[config.mk]
export PLATFORM = sky130hd
export DESIGN_NAME = piso_serializer
export DESIGN_NICKNAME = d
export VERILOG_FILES = /design/src/rtl/piso_serializer.sv
export SDC_FILE = /design/constraint.sdc
export NUM_CORES = 1
export LEC_CHECK = 0
export BUFFER_PORTS_ARGS = -buffer_cell sky130_fd_sc_hd__buf_2
export CAP_MARGIN = 25
export CORE_ASPECT_RATIO = 1.2
export CORE_UTILIZATION = 49
export DETAILED_ROUTE_END_ITERATION = 8
export PLACE_DENSITY = 0.74
export SLEW_MARGIN = 10
export SYNTH_ARGS = -nofsm -noshare
export SYNTH_HDL_FRONTEND = slang
export SYNTH_SLANG_ARGS = --single-unit
export TNS_END_PERCENT = 100
[constraint.sdc]
create_clock -name clk -period 1.55 [get_ports clk]
set_input_delay 0.31 -clock clk [delete_from_list [all_inputs] [get_ports clk]]
set_output_delay 0.31 -clock clk [all_outputs]
set_load 0.03 [all_outputs]
[src/rtl/piso_serializer.sv]
// Parallel-in serial-out shifter with a valid/ready load handshake and a one-word
// holding buffer, so that consecutive words stream without gaps. Bits advance on bit_en.
module piso_serializer #(
  parameter int unsigned WIDTH      = 8,
  parameter bit          MSB_FIRST  = 1'b0,
  parameter bit          IDLE_LEVEL = 1'b1
) (
  input  logic                     clk,
  input  logic                     clr,
  input  logic [WIDTH-1:0]         D,
  input  logic                     load_valid,
  output logic                     load_ready,
  input  logic                     bit_en,
  output logic                     out,
  output logic                     busy,
  output logic                     done,
  output logic [$clog2(WIDTH)-1:0] bit_cnt
);

  localparam int unsigned    CW   = $clog2(WIDTH);
  localparam logic [CW-1:0]  LAST = CW'(WIDTH - 1);

  typedef enum logic {S_IDLE, S_SHIFT} state_e;

  state_e            state_q;
  logic [WIDTH-1:0]  shift_q;
  logic [WIDTH-1:0]  hold_q;
  logic              hold_full_q;
  logic [CW-1:0]     cnt_q;
  logic              done_q;

  logic              xfer;
  logic [WIDTH-1:0]  shift_d;

  assign load_ready = ~hold_full_q;
  assign xfer       = load_valid & ~hold_full_q;
  assign shift_d    = MSB_FIRST ? {shift_q[WIDTH-2:0], 1'b0} : {1'b0, shift_q[WIDTH-1:1]};

  assign busy    = (state_q == S_SHIFT);
  assign bit_cnt = cnt_q;
  assign done    = done_q;
  assign out     = (state_q == S_SHIFT) ? (MSB_FIRST ? shift_q[WIDTH-1] : shift_q[0])
                                        : IDLE_LEVEL;

  always_ff @(posedge clk) begin
    if (clr) begin
      state_q     <= S_IDLE;
      shift_q     <= '0;
      hold_q      <= '0;
      hold_full_q <= 1'b0;
      cnt_q       <= '0;
      done_q      <= 1'b0;
    end else begin
      done_q <= 1'b0;
      unique case (state_q)
        S_IDLE: begin
          if (xfer) begin
            shift_q <= D;
            cnt_q   <= '0;
            state_q <= S_SHIFT;
          end
        end
        S_SHIFT: begin
          // Last-bit edge: a pending hold word wins; otherwise a same-edge transfer
          // bypasses hold and lands in the shifter directly.
          if (bit_en && (cnt_q == LAST)) begin
            done_q <= 1'b1;
            cnt_q  <= '0;
            if (hold_full_q) begin
              shift_q     <= hold_q;
              hold_full_q <= 1'b0;
            end else if (xfer) begin
              shift_q <= D;
            end else begin
              state_q <= S_IDLE;
            end
          end else begin
            if (xfer) begin
              hold_q      <= D;
              hold_full_q <= 1'b1;
            end
            if (bit_en) begin
              shift_q <= shift_d;
              cnt_q   <= cnt_q + CW'(1);
            end
          end
        end
        default: state_q <= S_IDLE;
      endcase
    end
  end

endmodule

==> metrics.md, run 1 <==
| Metric | Value |
|---|---|
| Status | finished clean |
| Worst path bufs/invs | 3 |
| Crit path kind | register to output pin |
| Longest Clk Path Bufs | 2 |
| GPL Wtd Cong | 0.8236 |
| Row count | 19 |
| Die Y | about 56 um |
| Vias in the first global route | ~1000 |
| Worst-path fanout max | 9 |
| Yosys top cell area share | 0.3697 |
| Antenna-violating nets left | 0 |
| Hold buffers post-CTS | 0 |
| Initial antenna violation count | 0 |
| Setup TNS | 0 ns |
| Final hold viol count | 0 |
| M1 wire length | 1.320 mm |
| Clock sink total | 22 |
| VDD IR-drop max | between 0.5 and 0.6 mV |
| Post-synthesis sequential area ratio | 0.3697 |
| I/O pins | 19 |
| Top cells by area, synth | dfxtp_1 37%, o211ai_1 13%, mux2i_1 7.6%, mux2_2 7.6%, nor2_1 6.0% |
| Final Max Slew Viols | 0 |
| Worst Skew | between 0.007 and 0.008 ns |
| CTS Buf Count | 3 |
| Final worst-path cycle share | 0.9609 |
| Total global routing overflow | 0 |
| Diodes inserted | 0 |
| Final net count | 181 |
| Overall routing resource usage | 0.2295 |
| Design area | 0.001456 mm^2 |
| Die W | 47.01 um |
| Commonest cells after routing, fill and taps aside | 20 x o211ai_1, 19 x nor2_1, 18 x dfxtp_1 |
| Clk slew on worst S/H paths | 0.13 ns |
| Pin count of the biggest net entering global routing | 23 |
| DP HPWL | 1.896 mm |
| Final Setup Violations | 0 |
| Post-synthesis register bit count | 22 |
| Power per cell area | 840.6 mW/mm^2 |
| Wire length on met2 | 1.272 mm |
| End-of-flow core utilization | 0.6316 |
| CP delay by family, top | buffers and inverters |
| Worst path max stage delay | 0.36 ns |
| Vias | approximately 1100 |
| Worst-Skew Late Latency | about 0.31 ns |
| Synth warn | 0 |
| Worst min path class | input port to register |
| Mapped Area | approximately 0.0012 mm^2 |
| Initial DRC count | 37 |
| Static leakage | 0.6375 nW |
| Commonest non-fill, non-tap cell in the layout | o211ai_1 |
| Syn Nets | 156 |
| WL met3 | 71 um |
| Post-layout min period | roughly 1.5 ns |
| Crit. End Element | output pin |
| Top sig layer | met4 |
| Total of max-cap violations | 0 |
| Slew HR | 0.7219 |
| First-pass GRT wire length | approximately 4.5 mm |
| Post-DR vias/cell | 5.675 |
| Initial Utilization | 0.5165 |
| Core area | 0.002306 mm^2 |
| Post-Synthesis Cells | 142 |
| Pre-antenna DRT Iters | 4 |
| Filler instances | 224 |
| DIE AREA | between 0.002 and 0.003 mm^2 |
| Yosys cell types | 25 |
| Crit path DAT | 1.18 ns |
| Proportion of layout cells with a drive suffix above 1 | 0.3193 |
| Fmax | around 670 MHz |
| Wire length per cell | 13.69 um |
| WL final | 2.697 mm |
| CTS tree | built |
| Dpl cell area | around 0.0014 mm^2 |
| Layout area overhead | 22.27% |
| Critical-path top delay cell | dfxtp_2 |
| Avg Inst Size Synth | 8.388 um^2 |
| Synth area leader | dfxtp_1 |
| Worst slew pin tran | 0.4172 ns |
| Clock Tree Root | clkbuf_4 |
| Cell Chain, Critical Path | inv_2 > buf_4 > clkbuf_4 |
| WP data required | ~1.2 ns |
| DRC Markers | 0 |
| H-tree levels | 1 |
| RSZ-0062 raised after global routing | false |
| Number of I/O port buffers | 18 |
| Critical path launch point type | register |
[registers in the layout (all words and copies together), names as in the netlist]
signal       cells
bit_cnt          3
busy             1
done             1
hold_full_q      1
hold_q           8
shift_q          8
[what timing repair did]
action	in CTS	in global routing
buffers inserted	0	1
endpoints found under the setup margin	16	17
pin swaps	1	0
resized for setup	3	8
cloned	0	0
[cells in the mapped netlist]
cell type  instances
nand4_1            2
a22oi_1            1
nor3_1             1
o21ai_1            7
buf_4              1
o21ai_0            1
mux2_2             8
o211ai_1          20
a32oi_1            1
buf_6              1
ha_1               2
mux2i_1            9
o21a_1             1
a21oi_1            4
and3_1             1
buf_2              5
inv_1              8
clkbuf_1           4
nor2_1            19
nand2b_1           3
dfxtp_1           22
o22ai_1            1
nand3_1            1
a211oi_1           7
nand2_1           12
[layout make-up]
type / instances / area (um^2) / area share
clock buffer: 4 / 36.28 / 0.02491
sequential: 22 / 450.4 / 0.3093
tap: 31 / 38.79 / 0.02663
inverter: 8 / 30.03 / 0.02062
multi-input combinational: 101 / 690.7 / 0.4742
timing repair buffer: 31 / 210.2 / 0.1443
[layer usage]
| layer | up-vias | GRT usage |
|---|---|---|
| met5 | - | 0 |
| met4 | 0 | 0.08571 |
| met3 | 4 | 0.03896 |
| met2 | 21 | 0.3611 |
| met1 | 530 | 0.3047 |
| li1 | 563 | - |
[logic make-up (layout without fill, tap and decap cells)]
| family | Yosys count | count (layout) | share of synthesized area |
|---|---|---|---|
| flip-flops | 22 | 22 | 0.3697 |
| buffers and inverters | 19 | 43 | 0.07458 |
| AO/OA/AOI/OAI | 43 | 43 | 0.2458 |
| adder cells (fa/ha/maj) | 2 | 2 | 0.02101 |
| AND/OR/NAND/NOR | 39 | 39 | 0.1376 |
| multiplexers | 17 | 17 | 0.1513 |
[final timing paths]
kind                            cells past startpoint  slack (ns)                       to                      from
worst min register to register                      2        0.50  bit_cnt[2]$_SDFFE_PP0P_   bit_cnt[2]$_SDFFE_PP0P_
worst max register to register                      7        0.08   hold_q[0]$_SDFFE_PP0P_   bit_cnt[0]$_SDFFE_PP0P_
worst min-delay path                                3        0.25   hold_q[7]$_SDFFE_PP0P_                      D[7]
worst max-delay path                                3        0.06               load_ready  hold_full_q$_SDFFE_PP0P_
[worst min-delay path, delay by kind of cell]
family / cells / cell delay, ns
muxes: 1 / 0.05
buffers and inverters: 1 / 0.08
and+or+nand+nor: 1 / 0.08
[through the flow]
stage / instances / hold WS [ns] / setup slack [ns] / power (mW)
floorplan: 142 / 0.3828 / 0.009229 / 0.8231
global placement: 192 / 0.4540 / -0.01232 / 0.8979
detailed placement: 192 / 0.4559 / -0.06562 / 0.9068
CTS: 196 / 0.2381 / 0.005512 / 1.222
global route: 197 / 0.2364 / 0.004362 / 1.290
finish: 197 / 0.2487 / 0.06061 / 1.224
[power by group]
part / internal [mW] / switching [mW]
registers: 0.600 / 0.0281
logic: 0.129 / 0.151
clock network: 0.143 / 0.174
total: 0.872 / 0.352
(Power assumes the default switching activity.)
==> run 2: changes to the inputs <==
- ABC_AREA: unset -> 1
- CORE_UTILIZATION: 49 -> 50
- PLACE_DENSITY: 0.74 -> 0.75
==> run 2 against run 1 <==
Net effect: maximum frequency decreased by 0.12%; global-route usage decreased by 0.83 points; clock-buffer cell count unchanged; power increased by 6.6%; clock skew decreased by 0.00058 ns; sequential share of layout area decreased by 1.5 points; combinational power increased by 22%; synthesized area increased by 11%; die area increased by 8.5%; utilization decreased by 3.1 points; register-to-register slack improved by 0.05 ns; critical endpoint is now out.
==> metrics.md, run 2 <==
| Metric | Value |
|---|---|
| Final Max Slew Viols | 0 |
| Post-synthesis register bit count | 22 |
| VDD IR-drop max | 0.5441 mV |
| Post-synth ARST share | 0 |
| Antenna-violating nets left | 0 |
| Final Setup Violations | 0 |
| Initial DRC count | 34 |
| Mapped Area | 0.001323 mm^2 |
| Fin worst setup slack | 0.05884 ns |
| Final net count | 246 |
| Die Y | between 50 and 60 um |
| Yosys cell types | 25 |
| Filler instances | 263 |
| DRC Markers | 0 |
| Longest Clk Path Bufs | 2 |
| Static leakage | 0.8281 nW |
| Power per cell area | 859.0 mW/mm^2 |
| Setup TNS | 0 ns |
| Diodes inserted | 0 |
| Slew HR | 0.8166 |
| Final worst-path cycle share | 0.9620 |
| RSZ-0062 raised after global routing | false |
| Worst hold stages | 3 |
| Layout area overhead | 14.85% |
| Yosys top cell area share | 0.3330 |
| Clock Tree Root | clkbuf_4 |
| Top cells by area, synth | dfxtp_1 33%, nand2_1 17%, nor2_1 11%, nand3_1 9.1%, a21oi_1 3.8% |
| Pre-antenna DRT Iters | 4 |
| Post-DR vias/cell | 5.121 |
| Worst r2r src | bit_cnt[0]$_SDFFE_PP0P_ |
| GPL Wtd Cong | 0.8297 |
| Synth area leader | dfxtp_1 |
| Post-synthesis sequential area ratio | 0.3330 |
| Synth warn | 0 |
| Hold-critical path endpoint | hold_q[6]$_SDFFE_PP0P_ |
| Critical path launch point type | register |
| Worst min path class | input port to register |
| Commonest cells after routing, fill and taps aside | 60 x nand2_1, 38 x nor2_1, 24 x nand3_1 |
| Post-Synthesis Cells | 207 |
| WL final | 3.020 mm |
| DIE AREA | 0.002856 mm^2 |
| Post-placement setup slack | 0.05335 ns |
| Depth of the worst register-to-register path | 10 |
| Die W | 48.95 um |
| Crit path kind | register to output pin |
| Crit. End Element | output pin |
| Final cell count without fillers | ~260 |
| Core area | 0.002527 mm^2 |
| H-tree levels | 1 |
| Total of max-cap violations | 0 |
| Status | finished clean |
| Final hold viol count | 0 |
| Proportion of layout cells with a drive suffix above 1 | 0.2381 |
| First-pass GRT wire length | 4.857 mm |
| DP HPWL | approximately 2.1 mm |
| Worst path max stage delay | 0.39 ns |
| Hold WS | around 0.23 ns |
| Clk slew on worst S/H paths | about 0.13 ns |
| CTS tree | built |
| Number of synthesized flops with an enable pin | 0 |
| Wire length per cell | 11.44 um |
| Commonest non-fill, non-tap cell in the layout | nand2_1 |
| Total global routing overflow | 0 |
| Syn Nets | 221 |
| Number of I/O port buffers | 18 |
| I/O pins | 19 |
| Worst Skew | roughly 0.0068 ns |
| CTS Buf Count | 3 |
| Post-layout min period | 1.491 ns |
| Worst-Skew Late Latency | 0.31 ns |
| Hold Startpoint | D[6] |
| R2R Setup Slk | about 0.13 ns |
| Worst-path fanout max | 4 |
| Row count | 20 |
| Crit path DAT | 1.18 ns |
| Initial Utilization | 0.5233 |
| Vias in the first global route | between 1000 and 1500 |
| Most numerous cell in the Yosys netlist | nand2_1 |
| Initial antenna violation count | 0 |
| WP data required | 1.24 ns |
| Cell Chain, Critical Path | inv_2 > or2_2 > buf_2 |
| FF-to-FF End | shift_q[0]$_SDFFE_PP0P_ |
| Avg Inst Size Synth | 6.389 um^2 |
| Clock sink total | 22 |
| Worst slew pin tran | 0.2742 ns |
| Placed Instances | 254 |
| Ys flop type | dfxtp_1 |
| Fmax | approximately 670 MHz |
| Pin count of the biggest net entering global routing | 17 |
| Worst path bufs/invs | 2 |
| Post-synth top cells | 60 x nand2_1, 38 x nor2_1, 24 x nand3_1 |
| Critical-path top delay cell | dfxtp_4 |
| Vias | between 1000 and 1500 |
| Overall routing resource usage | 0.2212 |
| CP delay by family, top | flip-flops |
==> run 2: where the power goes <==
part / internal, mW / switching, mW
Clock: 0.144 / 0.180
Combinational: 0.126 / 0.216
Sequential: 0.607 / 0.0326
Total: 0.877 / 0.428
==> run 2: kinds of logic after synthesis <==
family          synth area share
compound gates            0.1050
fa+ha+maj                0.01892
buf+inv                   0.1098
flops                     0.3330
simple gates              0.4333
==> run 2: layout make-up <==
class	count	area (um^2)	share of cell area
inverters	21	83.83	0.05519
flip-flops and latches	22	446.7	0.2941
clock buffers	4	36.28	0.02389
well taps	33	41.29	0.02718
repair buffers	27	155.1	0.1021
multi-input cells	157	755.7	0.4975
==> run 2: how the worst max path moves through the flow <==
| stage | start | end | slack (ns) | depth (start not counted) |
|---|---|---|---|---|
| CTS | busy$_SDFF_PP0_ | out | 0.01 | 3 |
| finish | busy$_SDFF_PP0_ | out | 0.06 | 3 |
| global route | bit_cnt[0]$_SDFFE_PP0P_ | shift_q[0]$_SDFFE_PP0P_ | 0.00002 | 10 |
| floorplan | bit_cnt[0]$_SDFFE_PP0P_ | hold_q[6]$_SDFFE_PP0P_ | 0.05 | 8 |
| global placement | bit_cnt[0]$_SDFFE_PP0P_ | hold_q[6]$_SDFFE_PP0P_ | 0.13 | 8 |
| detailed placement | bit_cnt[0]$_SDFFE_PP0P_ | hold_q[7]$_SDFFE_PP0P_ | 0.05 | 7 |
==> run 2: worst min-delay path: stages <==
cell and delay, ns:
buf_2 0.09, nor2_1 0.04, nor2_1 0.08
==> run 2: layer usage <==
layer  share of wire  GRT usage
met5               0          0
met1            0.46     0.2866
met2            0.50     0.3591
met3           0.026    0.03101
met4           0.019     0.1176
==> run 2: per-stage QoR <==
stage	cell area [um^2]	utilization	total power, mW
floorplan	1323	-	0.8994
global placement	1420	0.5619	0.9670
detailed placement	1420	0.5619	0.9690
CTS	1458	0.5767	1.295
global route	1519	0.6010	1.384
finish	1519	0.6010	1.305
==> run 2: timing repair <==
item | 4_1_cts | 5_1_grt
buffers inserted | 0 | 5
pin swaps | 0 | 2
resized for setup | 1 | 7
endpoints found under the setup margin | 2 | 15
hold buffers | 0 | 0
gates cloned | 0 | 1
==> run 3: changes to the inputs <==
- ABC_AREA: 1 -> unset
- BUFFER_PORTS_ARGS: -buffer_cell sky130_fd_sc_hd__buf_2 -> unset
- CORE_UTILIZATION: 50 -> 55
- DONT_BUFFER_PORTS: unset -> 1
- PLACE_DENSITY: 0.75 -> 0.74
==> run 3 against run 2 <==
Net effect: worst setup slack better by 0.023 ns; flip-flop and latch count stayed put; via count decreased by 24%; maximum frequency up 1.5%; critical path depth grew 4; register-to-register slack lost 0.05 ns; critical endpoint is now hold_q[5]$_SDFFE_PP0P_; utilization up 4.8 points; largest power group unchanged; clock power rose by 17%; worst hold slack lost 0.19 ns; critical path type is now register to register.
==> metrics.md, run 3 (synthesis gave the netlist of run 1 again) <==
| Metric | Value |
|---|---|
| Final hold viol count | 0 |
| Hold WS | 0.04079 ns |
| Die Y | around 53 um |
| Post-DR vias/cell | 5.825 |
| Vias in the first global route | 960 |
| Commonest non-fill, non-tap cell in the layout | o211ai_1 |
| Layout area overhead | 11.66% |
| Core area | 0.002049 mm^2 |
| Setup TNS | 0 ns |
| Combinational share of power | 0.178 |
| Worst min path class | input port to register |
| DRC Markers | 0 |
| Longest Clk Path Bufs | 2 |
| Int Power | around 900 uW |
| CTS Buf Count | 3 |
| Clk slew on worst S/H paths | ~0.13 ns |
| Post-layout min period | 1.468 ns |
| Worst r2r src | bit_cnt[0]$_SDFFE_PP0P_ |
| Clock sink total | 22 |
| Wire length per cell | 14.29 um |
| DP HPWL | 1.807 mm |
| Hold-critical path endpoint | bit_cnt[2]$_SDFFE_PP0P_ |
| H-tree levels | 1 |
| WP data required | 1.78 ns |
| Hold buffers post-CTS | 0 |
| GPL Wtd Cong | 0.7846 |
| Critical path launch point type | register |
| Worst Skew | 0.007807 ns |
| Worst-path fanout max | 4 |
| Commonest cells after routing, fill and taps aside | 20 x o211ai_1, 19 x nor2_1, 18 x dfxtp_1 |
| Row count | 18 |
| Overall routing resource usage | 0.2244 |
| Placed Instances | approximately 170 |
| Final cell count without fillers | 177 |
| Power per cell area | 919.3 mW/mm^2 |
| Pre-antenna DRT Iters | 4 |
| Diodes inserted | 0 |
| Power Total | 1.223 mW |
| Crit. End Element | register |
| Final worst-path cycle share | 0.9474 |
| Worst slew pin tran | 0.3286 ns |
| Dpl cell area | ~0.0013 mm^2 |
| Pin count of the biggest net entering global routing | 23 |
| Final Max Slew Viols | 0 |
| Status | finished clean |
| Slew HR | 0.7809 |
| End-of-flow core utilization | 0.6490 |
| Crit path DAT | 1.70 ns |
| Number of I/O port buffers | 0 |
| Worst-Skew Late Latency | between 0.3 and 0.4 ns |
| Total of max-cap violations | 0 |
| Die W | 44.48 um |
| Design area | 0.001330 mm^2 |
| Post-placement setup slack | just under 0.008 ns |
| Initial Utilization | 0.5812 |
| VDD IR-drop max | about 0.63 mV |
| Final net count | 162 |
| Fin worst setup slack | 0.08158 ns |
| Hold Startpoint | clr |
| Fmax | 681.0 MHz |
| Total global routing overflow | 0 |
| Depth of the worst register-to-register path | 7 |
| DIE AREA | 0.002357 mm^2 |
| Part of the power in registers | 0.513 |
| I/O pins | 19 |
| Final Setup Violations | 0 |
| Net Sw Power | 321.8 uW |
| Vias | 1031 |
| RSZ-0062 raised after global routing | true |
| CTS tree | built |
| WL final | 2.530 mm |
| Antenna-violating nets left | 0 |
| Initial DRC count | 26 |
| R2R Setup Slk | 0.08 ns |
| Initial antenna violation count | 0 |
| Crit path kind | register to register |
| Clock power frac | 0.309 |
| Switching Share | 0.2632 |
| Setup bufs post-CTS | 0 |
| Worst hold stages | 1 |
| Proportion of layout cells with a drive suffix above 1 | 0.2177 |
| FF-to-FF End | hold_q[5]$_SDFFE_PP0P_ |
| Static leakage | 0.5476 nW |
| Clock Tree Root | clkbuf_4 |
| First-pass GRT wire length | roughly 3.9 mm |
-- run 3: cell count changes in the layout (fill, tap and decap cells not counted), sizes merged, moves of 3 or more --
cell / previous run / this run
inv: 19 / 8
mux2: 0 / 8
nand2: 64 / 12
buf: 26 / 12
a211oi: 1 / 7
nand3: 25 / 1
mux2i: 0 / 9
nor2: 40 / 19
o211ai: 0 / 20
o21ai: 12 / 8
nand2b: 0 / 3
a21oi: 10 / 4
-- run 3: metal layers --
| layer | track usage | up-vias | part of all wire |
|---|---|---|---|
| met5 | 0 | - | 0 |
| met4 | 0.1212 | 0 | 0.011 |
| met3 | 0.03413 | 4 | 0.059 |
| met2 | 0.3873 | 37 | 0.49 |
| met1 | 0.2609 | 469 | 0.44 |
| li1 | - | 521 | - |
-- run 3: what timing repair did --
item | 4_1_cts | 5_1_grt
gates resized for setup | 2 | 3
setup endpoints to repair | 2 | 14
hold endpoints to repair | 0 | 0
pin swaps | 0 | 1
-- run 3: final cells by class --
class	count	area [um^2]
inverters	8	30.03
fillers	184	719.4
multi-input cells	101	670.6
flip-flops and latches	22	450.4
repair buffers	12	93.84
well taps	30	37.54
clock buffers	4	47.55
-- run 3: how the worst max path moves through the flow --
stage | endpoint | depth (start not counted) | slack [ns] | startpoint
detailed placement | shift_q[5]$_SDFFE_PP0P_ | 4 | 0.008 | hold_full_q$_SDFFE_PP0P_
global route | hold_q[7]$_SDFFE_PP0P_ | 7 | -0.009 | bit_cnt[0]$_SDFFE_PP0P_
finish | hold_q[5]$_SDFFE_PP0P_ | 7 | 0.08 | bit_cnt[0]$_SDFFE_PP0P_
global placement | hold_q[0]$_SDFFE_PP0P_ | 7 | 0.05 | bit_cnt[0]$_SDFFE_PP0P_
CTS | hold_q[7]$_SDFFE_PP0P_ | 7 | 0.02 | bit_cnt[0]$_SDFFE_PP0P_
floorplan | hold_q[0]$_SDFFE_PP0P_ | 8 | 0.009 | bit_cnt[0]$_SDFFE_PP0P_
-- run 3: power groups by stage --
stage	sequential [mW]	combinational, mW	clock [mW]
final	0.627	0.217	0.378
after global routing	0.633	0.237	0.414
after CTS	0.627	0.216	0.390
after detailed placement	0.639	0.215	0
after global placement	0.637	0.208	0
after floorplan	0.640	0.183	0
-- run 3: worst max-delay path: stages (launching register included) --
cell	delay, ns
dfxtp_4	0.36
ha_1	0.19
ha_2	0.19
nand2_2	0.09
nand4_1	0.15
buf_4	0.20
mux2i_1	0.15
nor2_1	0.05
